===== config.mk =====
export PLATFORM = sky130hd
export DESIGN_NAME = voice_allocator
export DESIGN_NICKNAME = d
export VERILOG_FILES = /design/src/rtl/voice_allocator.sv
export SDC_FILE = /design/constraint.sdc
export NUM_CORES = 1
export LEC_CHECK = 0
export BUFFER_PORTS_ARGS = -buffer_cell sky130_fd_sc_hd__buf_2
export CAP_MARGIN = 20
export CORE_ASPECT_RATIO = 2
export CORE_MARGIN = 5
export CORE_UTILIZATION = 37
export DETAILED_ROUTE_END_ITERATION = 12
export PLACE_DENSITY = 0.65
export SYNTH_ARGS = -nofsm -noshare
export SYNTH_HDL_FRONTEND = slang
export SYNTH_SLANG_ARGS = --single-unit

===== constraint.sdc =====
create_clock -name clk -period 4.2 [get_ports clk]
set_input_delay 0 -clock clk [delete_from_list [all_inputs] [get_ports clk]]
set_output_delay 0 -clock clk [all_outputs]
set_load 0.05 [all_outputs]

===== src/rtl/voice_allocator.sv =====
// voice_allocator: assigns note-on/off requests to generator voices, stealing the oldest voice when full
module voice_allocator #(
  parameter int NUM_VOICES = 4,
  parameter int PERIOD_W = 32,
  parameter int NOTE_W = 7,
  parameter int AGE_W = 8
) (
  input  logic clk,
  input  logic reset,
  input  logic in_valid,
  output logic in_ready,
  input  logic in_on,
  input  logic [NOTE_W-1:0] in_note,
  input  logic [PERIOD_W-1:0] in_period,
  output logic [NUM_VOICES-1:0] voice_gate,
  output logic [NUM_VOICES*PERIOD_W-1:0] voice_period,
  output logic [NUM_VOICES-1:0] voice_restart,
  output logic steal_pulse,
  output logic [$clog2(NUM_VOICES):0] active_count
);
  typedef enum logic [1:0] {IDLE, SCAN, COMMIT} state_t;
  state_t state, state_n;
  logic r_on, r_steal, sel_steal, any_hit, any_free;
  logic [NOTE_W-1:0] r_note;
  logic [PERIOD_W-1:0] r_period;
  logic [NUM_VOICES-1:0] tgt, sel, hit, free, old, offm;
  logic [AGE_W-1:0] best;
  logic [NOTE_W-1:0] note_q [NUM_VOICES];
  logic [AGE_W-1:0] age_q [NUM_VOICES];
  assign in_ready = reset && state == IDLE;
  always_ff @(posedge clk) state <= !reset ? IDLE : state_n;
  always_comb state_n = state == IDLE ? (in_valid ? SCAN : IDLE) : state == SCAN ? COMMIT : IDLE;
  // Candidate masks for retrigger, free voice and oldest voice; note-off takes every match
  always_comb begin
    hit = '0;
    free = '0;
    offm = '0;
    old = '0;
    old[0] = 1'b1;
    best = age_q[0];
    any_hit = 1'b0;
    any_free = 1'b0;
    for (int i = 0; i < NUM_VOICES; i++) begin
      if (voice_gate[i] && note_q[i] == r_note) begin
        offm[i] = 1'b1;
        if (!any_hit) hit[i] = 1'b1;
        any_hit = 1'b1;
      end
      if (!voice_gate[i] && !any_free) begin
        free[i] = 1'b1;
        any_free = 1'b1;
      end
      if (i > 0 && age_q[i] > best) begin
        best = age_q[i];
        old = '0;
        old[i] = 1'b1;
      end
    end
    sel = !r_on ? offm : any_hit ? hit : any_free ? free : old;
    sel_steal = r_on && !any_hit && !any_free;
  end
  always_ff @(posedge clk) begin
    if (!reset) begin
      voice_gate <= '0;
      voice_period <= '0;
      voice_restart <= '0;
      steal_pulse <= 1'b0;
      r_on <= 1'b0;
      r_steal <= 1'b0;
      r_note <= '0;
      r_period <= '0;
      tgt <= '0;
      for (int i = 0; i < NUM_VOICES; i++) begin
        note_q[i] <= '0;
        age_q[i] <= '0;
      end
    end else begin
      voice_restart <= '0;
      steal_pulse <= 1'b0;
      if (in_valid && in_ready) begin
        r_on <= in_on;
        r_note <= in_note;
        r_period <= in_period < PERIOD_W'(16) ? PERIOD_W'(16) : in_period;
      end
      if (state == SCAN) begin
        tgt <= sel;
        r_steal <= sel_steal;
      end
      if (state == COMMIT) begin
        steal_pulse <= r_on && r_steal;
        for (int i = 0; i < NUM_VOICES; i++) begin
          if (tgt[i] && r_on) begin
            voice_gate[i] <= 1'b1;
            note_q[i] <= r_note;
            voice_period[i*PERIOD_W +: PERIOD_W] <= r_period;
            age_q[i] <= '0;
            voice_restart[i] <= 1'b1;
          end else if (tgt[i]) voice_gate[i] <= 1'b0;
          else if (r_on && voice_gate[i] && age_q[i] != '1) age_q[i] <= age_q[i] + AGE_W'(1);
        end
      end
    end
  end
  always_comb begin
    active_count = '0;
    for (int i = 0; i < NUM_VOICES; i++) active_count = active_count + {{$clog2(NUM_VOICES){1'b0}}, voice_gate[i]};
  end
endmodule

After elaboration in Yosys (flattened, before gate mapping):

Memory sizes are Yosys's and may differ from the RTL's.
Cells that the tools add are included.

* mux-type cells: 93
* reduce and logical (&&, ||, !) cells: 45
* eq/ne operators: 10
* order comparisons: 4
* bitwise gates (word level): 12
* $add $sub $neg: 7

Operator list (count)
* $mux 8: 10
* $mux 1: 70
* $add 8x1->8 const B: 4
* $lt 32x5->1 const B: 1
* $mux 32: 1
* $ne 8x8->1 const B: 4
* $eq 7x7->1: 4
* $mux 7: 4
* $gt 8x8->1: 3
* $logic_and 1x1->1: 24
* $mux 4: 5
* $reduce_and 2->1: 9
* $or 1x1->1: 12
* $reduce_bool 2->1: 4
* $logic_not 1->1: 7
* $mux 2: 3
* $add 2x1->3: 1
* $add 3x1->3: 1
* $add 1x1->2: 1
* $eq 2x1->1 const B: 1
* $eq 2x2->1 const B: 1
* $logic_not 2->1: 1

* memories kept: 2
* logic and storage cells: 189
* memory bits (writable): 60
* bits in registers: 184

Memory list
* age_q: words 4, bits a word 8, rd ports 4, clocked after memory_dff 0, write ports 4, RTL line 29 `logic [AGE_W-1:0] age_q [NUM_VOICES];`
* note_q: words 4, bits a word 7, rd ports 4, clocked after memory_dff 0, write ports 4, RTL line 28 `logic [NOTE_W-1:0] note_q [NUM_VOICES];`

Longest topological paths before layout:

* depth in word-level cells: 12
* gate-level depth with buffers: 22

Worst setup path before layout:

No wires, ideal clock.

* kind: reg2reg
* start point: memory age_q[1][1]
* end point: register tgt[0]
* clock period less this slack: 4.276 ns
* stages on the path, launching flop included: 21
* setup time: 0.086 ns
* buffers on the path: 1
* arrival time: 4.190 ns
* slack: -0.076 ns
* required time: 4.114 ns
* path through: edfxtp_1 ha_1 nor2b_1 o211ai_2 a21o_1 and2_4 buf_6 mux2i_1 ha_1 nor2b_1 o211ai_1 a21oi_1 nor2_2 mux2_2 ha_1 a211o_1 o211ai_1 inv_1 o31ai_1 nand3_1 a211oi_1

RTL lines
* start: declaration: RTL line 29
* end signal: assignment: RTL line 86 `tgt <= sel;`
* end: declaration: RTL line 26 `logic [NUM_VOICES-1:0] tgt, sel, hit, free, old, offm;`

==> results.tsv <==
stage	metric	value	unit
worst_setup_path	Setup CP Type	flip-flop to flip-flop	
floorplanning	initial core utilization	0.3726	
finish	Area Overhead vs Synth	27.31	%
floorplanning	total die area	31140	um2
finish	ant diodes	0	
floorplanning	die width	127.3	um
worst_setup_path	Crit. End Element	flip-flop	
sta	WHS	0.09074	ns
floorplanning	DIE HEIGHT	244.6	um
yosys	dominant synthesized flop cell	dfxtp_1	
yosys	Syn Nets	986	
power	Leak	5.573	nW
route	Vias/cell	5.331	
sta	Layout Skew	0.01606	ns
place	DP Wirelength	20.13	mm
worst_setup_path	Critical Path AT	4.91	ns
sta	Worst-Margin Slew	0.8604	ns
finish	Nets	1233	
route	final WL	29.70	mm
sta	period utilisation layout	1.064	
yosys	Cell variety after synth	59	
clocking	worst skew pair latency	0.53	ns
yosys	post-synthesis sequential area ratio	0.5386	
sta	unrepaired setup endpoints after global routing	yes	
place	post-place setup slack	-0.3233	ns
sta	final worst-path setup slack	-0.2687	ns
grt	All-Layer GR Usage	0.1826	
clocking	Num CTS Buffers	23	
clocking	CTS tree	done	
clocking	CTS root buffer	clkbuf_16	
sta	final setup violation count	4	
grt	grt ovf	0	
power	pwr dens	384.8	nW/um2
worst_setup_path	Worst EP required	4.64	ns
clocking	CTS H-Tree Depth	1	
power	Max VDD drop	0.2854	mV
grt	global-route wire length before repair	45.92	mm
sta	Fin Setup TNS	-0.8551	ns
yosys	Synth Instances	910	
clocking	Clock Pin Slew Worst Setup and Hold Paths	0.07	ns
grt	largest net degree at the start of global routing	38	
route	router iterations before antenna repair	7	
floorplanning	FP Rows	86	
yosys	EDFF count, synth	60	
yosys	mapped cell area	10180	um2
yosys	Syn. warnings	0	
clocking	Clock Path Buffers	3	
route	# DRC	0	
place	GP Congestion	0.8434	
floorplanning	I/O pins	184	
finish	share of layout cells above drive strength 1	0.2756	
worst_setup_path	critical path peak fanout	6	
worst_setup_path	crit path launch type	flip-flop	
yosys	asr flop ratio synth	0	
flow_run	maxcap violations	0	
grt	initial antenna violation count	0	
route	DR vias	8125	
yosys	Seq cells post-synth	244	
sta	Final Critical Period	4.469	ns
clocking	CTS sink count	244	
floorplanning	core area	27330	um2
sta	Hold Fails Final Rpt	0	
yosys	Mapped Avg Cell Area	11.19	um2
outcome	status	finished with violations	
route	wire per inst	19.49	um
grt	vias in the first global route	8307	
sta	fin. max-slew vios	0	
route	post-route ant nets	0	
sta	Highest Clock Rate	223.8	MHz
route	iteration-0 DRC count of the detailed router	463	
place	port bufs	183	
min_path	worst min path class	input pin to flip-flop	
outcome	failing checks	setup timing	
sta	headroom to the max-slew limit	0.4264	
area by class of cell:
cell class	count	area [um2]
clock buffer	32	693.2
clock inverter	8	51.30
fill	2487	14370
inverter	33	123.9
multi-input combinational	572	4362
sequential	244	5485
tap	352	440.4
timing repair buffer	283	1809
cell usage after synthesis (7+ instances only):
| cell | count | area (um2) |
|---|---|---|
| edfxtp_1 | 60 | 1802 |
| nand3_1 | 19 | 95.09 |
| inv_1 | 32 | 120.1 |
| dfxtp_1 | 184 | 3684 |
| clkbuf_1 | 14 | 52.55 |
| and3_1 | 35 | 219.0 |
| buf_2 | 10 | 50.05 |
| buf_4 | 8 | 60.06 |
| a22o_1 | 128 | 1121 |
| a21oi_1 | 12 | 60.06 |
| a21boi_0 | 12 | 90.09 |
| a21boi_1 | 29 | 217.7 |
| mux2_2 | 7 | 78.83 |
| xor2_1 | 8 | 70.07 |
| ha_1 | 32 | 400.4 |
| nor2_1 | 39 | 146.4 |
| buf_6 | 29 | 326.6 |
| nor4_1 | 8 | 50.05 |
| o21ai_0 | 8 | 40.04 |
| and2_1 | 11 | 68.82 |
| nand4_1 | 17 | 106.4 |
| xnor2_1 | 44 | 385.4 |
| nor2b_1 | 9 | 56.30 |
| nand2_1 | 94 | 352.8 |
routing by layer:
| metal | track usage | part of all wire |
|---|---|---|
| met4 | 0.05780 | 0.030 |
| met3 | 0.03702 | 0.069 |
| met1 | 0.2299 | 0.42 |
| met2 | 0.3120 | 0.48 |
| met5 | 0 | 0 |
state kept, by name, summed over array words and instances, names as in the netlist, 2 cells and up:
signal	count
r_period	32
voice_gate	4
voice_period	128
r_note	7
note_q	28
age_q	32
tgt	4
state	2
voice_restart	4
per-stage QoR:
step / instances / cell area [um2] / power [W] / util
detailed placement: 1421 / 11350 / 0.002862 / 0.4152
finish: 1524 / 12960 / 0.004989 / 0.4744
global placement: 1421 / 11350 / 0.002850 / 0.4152
floorplan: 910 / 10200 / 0.002756 / -
CTS: 1519 / 12870 / 0.005023 / 0.4709
global route: 1524 / 12960 / 0.005169 / 0.4744
worst max-delay path: stages (launching register included):
cell and delay [ns]:
edfxtp_1 0.44, ha_4 0.30, nand4_1 0.20, nand2b_4 0.13
a21o_1 0.17, and2_4 0.26, buf_6 0.13, mux2i_4 0.27
ha_4 0.24, nand4_1 0.13, nand2b_1 0.09, a21oi_2 0.19
nor2_4 0.08, buf_12 0.14, buf_6 0.11, mux2_4 0.30
ha_4 0.25, buf_4 0.14, a21oi_4 0.17, a21oi_2 0.09
o31ai_4 0.26, nand3_1 0.13, a211oi_2 0.19
power breakdown:
part	total (W)	internal [W]	switching [W]
clock	0.00207	0.00116	0.000911
combinational	0.000417	0.000203	0.000214
sequential	0.00250	0.00244	0.0000596
timing repair:
item | CTS | global route
setup buffers | 11 | 5
hold buffers | 46 | 0
resized for setup | 31 | 10
pin swaps | 23 | 14
cloned | 1 | 0
endpoints found under the setup margin | 4 | 4
endpoints found under the hold margin | 50 | 0
cell families (layout without fill, tap and decap cells):
logic type,after synthesis,in the layout,synth area share
and+or+nand+nor,253,254,0.1235
buffers and inverters,95,356,0.06070
adders and majority gates,33,33,0.04128
AOI/OAI and AO/OA,219,219,0.1743
xor gates and xnor gates,52,52,0.04472
DFF,244,244,0.5386
muxes,14,14,0.01683
path summary, 6_finish.rpt:
check / start / to / cells after the start / slack, ns
hold / removal: in_valid / r_period[18]$_SDFFE_PN0P_ / 4 / 0.09
hold reg to reg: r_steal$_SDFFE_PN0P_ / r_steal$_SDFFE_PN0P_ / 2 / 0.46
setup reg to reg: age_q[1][3]$_SDFFCE_PN0P_ / tgt[0]$_SDFFE_PN0P_ / 22 / -0.27
setup / recovery: age_q[1][3]$_SDFFCE_PN0P_ / tgt[0]$_SDFFE_PN0P_ / 22 / -0.27
placed cells by master (no fill, tap or decap), types with 3 or more instances in the layout:
| cell type | Yosys | routed |
|---|---|---|
| nor4_1 | 8 | 8 |
| nand2_1 | 94 | 93 |
| nor2_1 | 39 | 39 |
| and3_1 | 35 | 35 |
| clkinv_2 | 0 | 5 |
| xnor2_1 | 44 | 44 |
| clkbuf_1 | 14 | 4 |
| a21boi_0 | 12 | 11 |
| and2_1 | 11 | 11 |
| a22oi_1 | 4 | 4 |
| nand3b_1 | 4 | 4 |
| o21ai_0 | 8 | 8 |
| a21boi_1 | 29 | 30 |
| inv_2 | 1 | 4 |
| ha_4 | 0 | 12 |
| buf_4 | 8 | 49 |
| a21oi_1 | 12 | 9 |
| nand4_1 | 17 | 17 |
| xor2_1 | 8 | 8 |
| nand3_1 | 19 | 19 |
| buf_2 | 10 | 183 |
| mux2_4 | 0 | 5 |
| nor2b_1 | 9 | 9 |
| mux2i_2 | 6 | 3 |
| clkbuf_16 | 0 | 26 |
| buf_6 | 29 | 4 |
| nor3_1 | 4 | 4 |
| a22o_1 | 128 | 128 |
| o211ai_1 | 5 | 5 |
| edfxtp_1 | 60 | 60 |
| mux2i_4 | 0 | 4 |
| ha_1 | 32 | 20 |
| dlygate4sd3_1 | 0 | 46 |
| dfxtp_1 | 184 | 184 |
| inv_1 | 32 | 29 |
(Power assumes the default switching activity.)
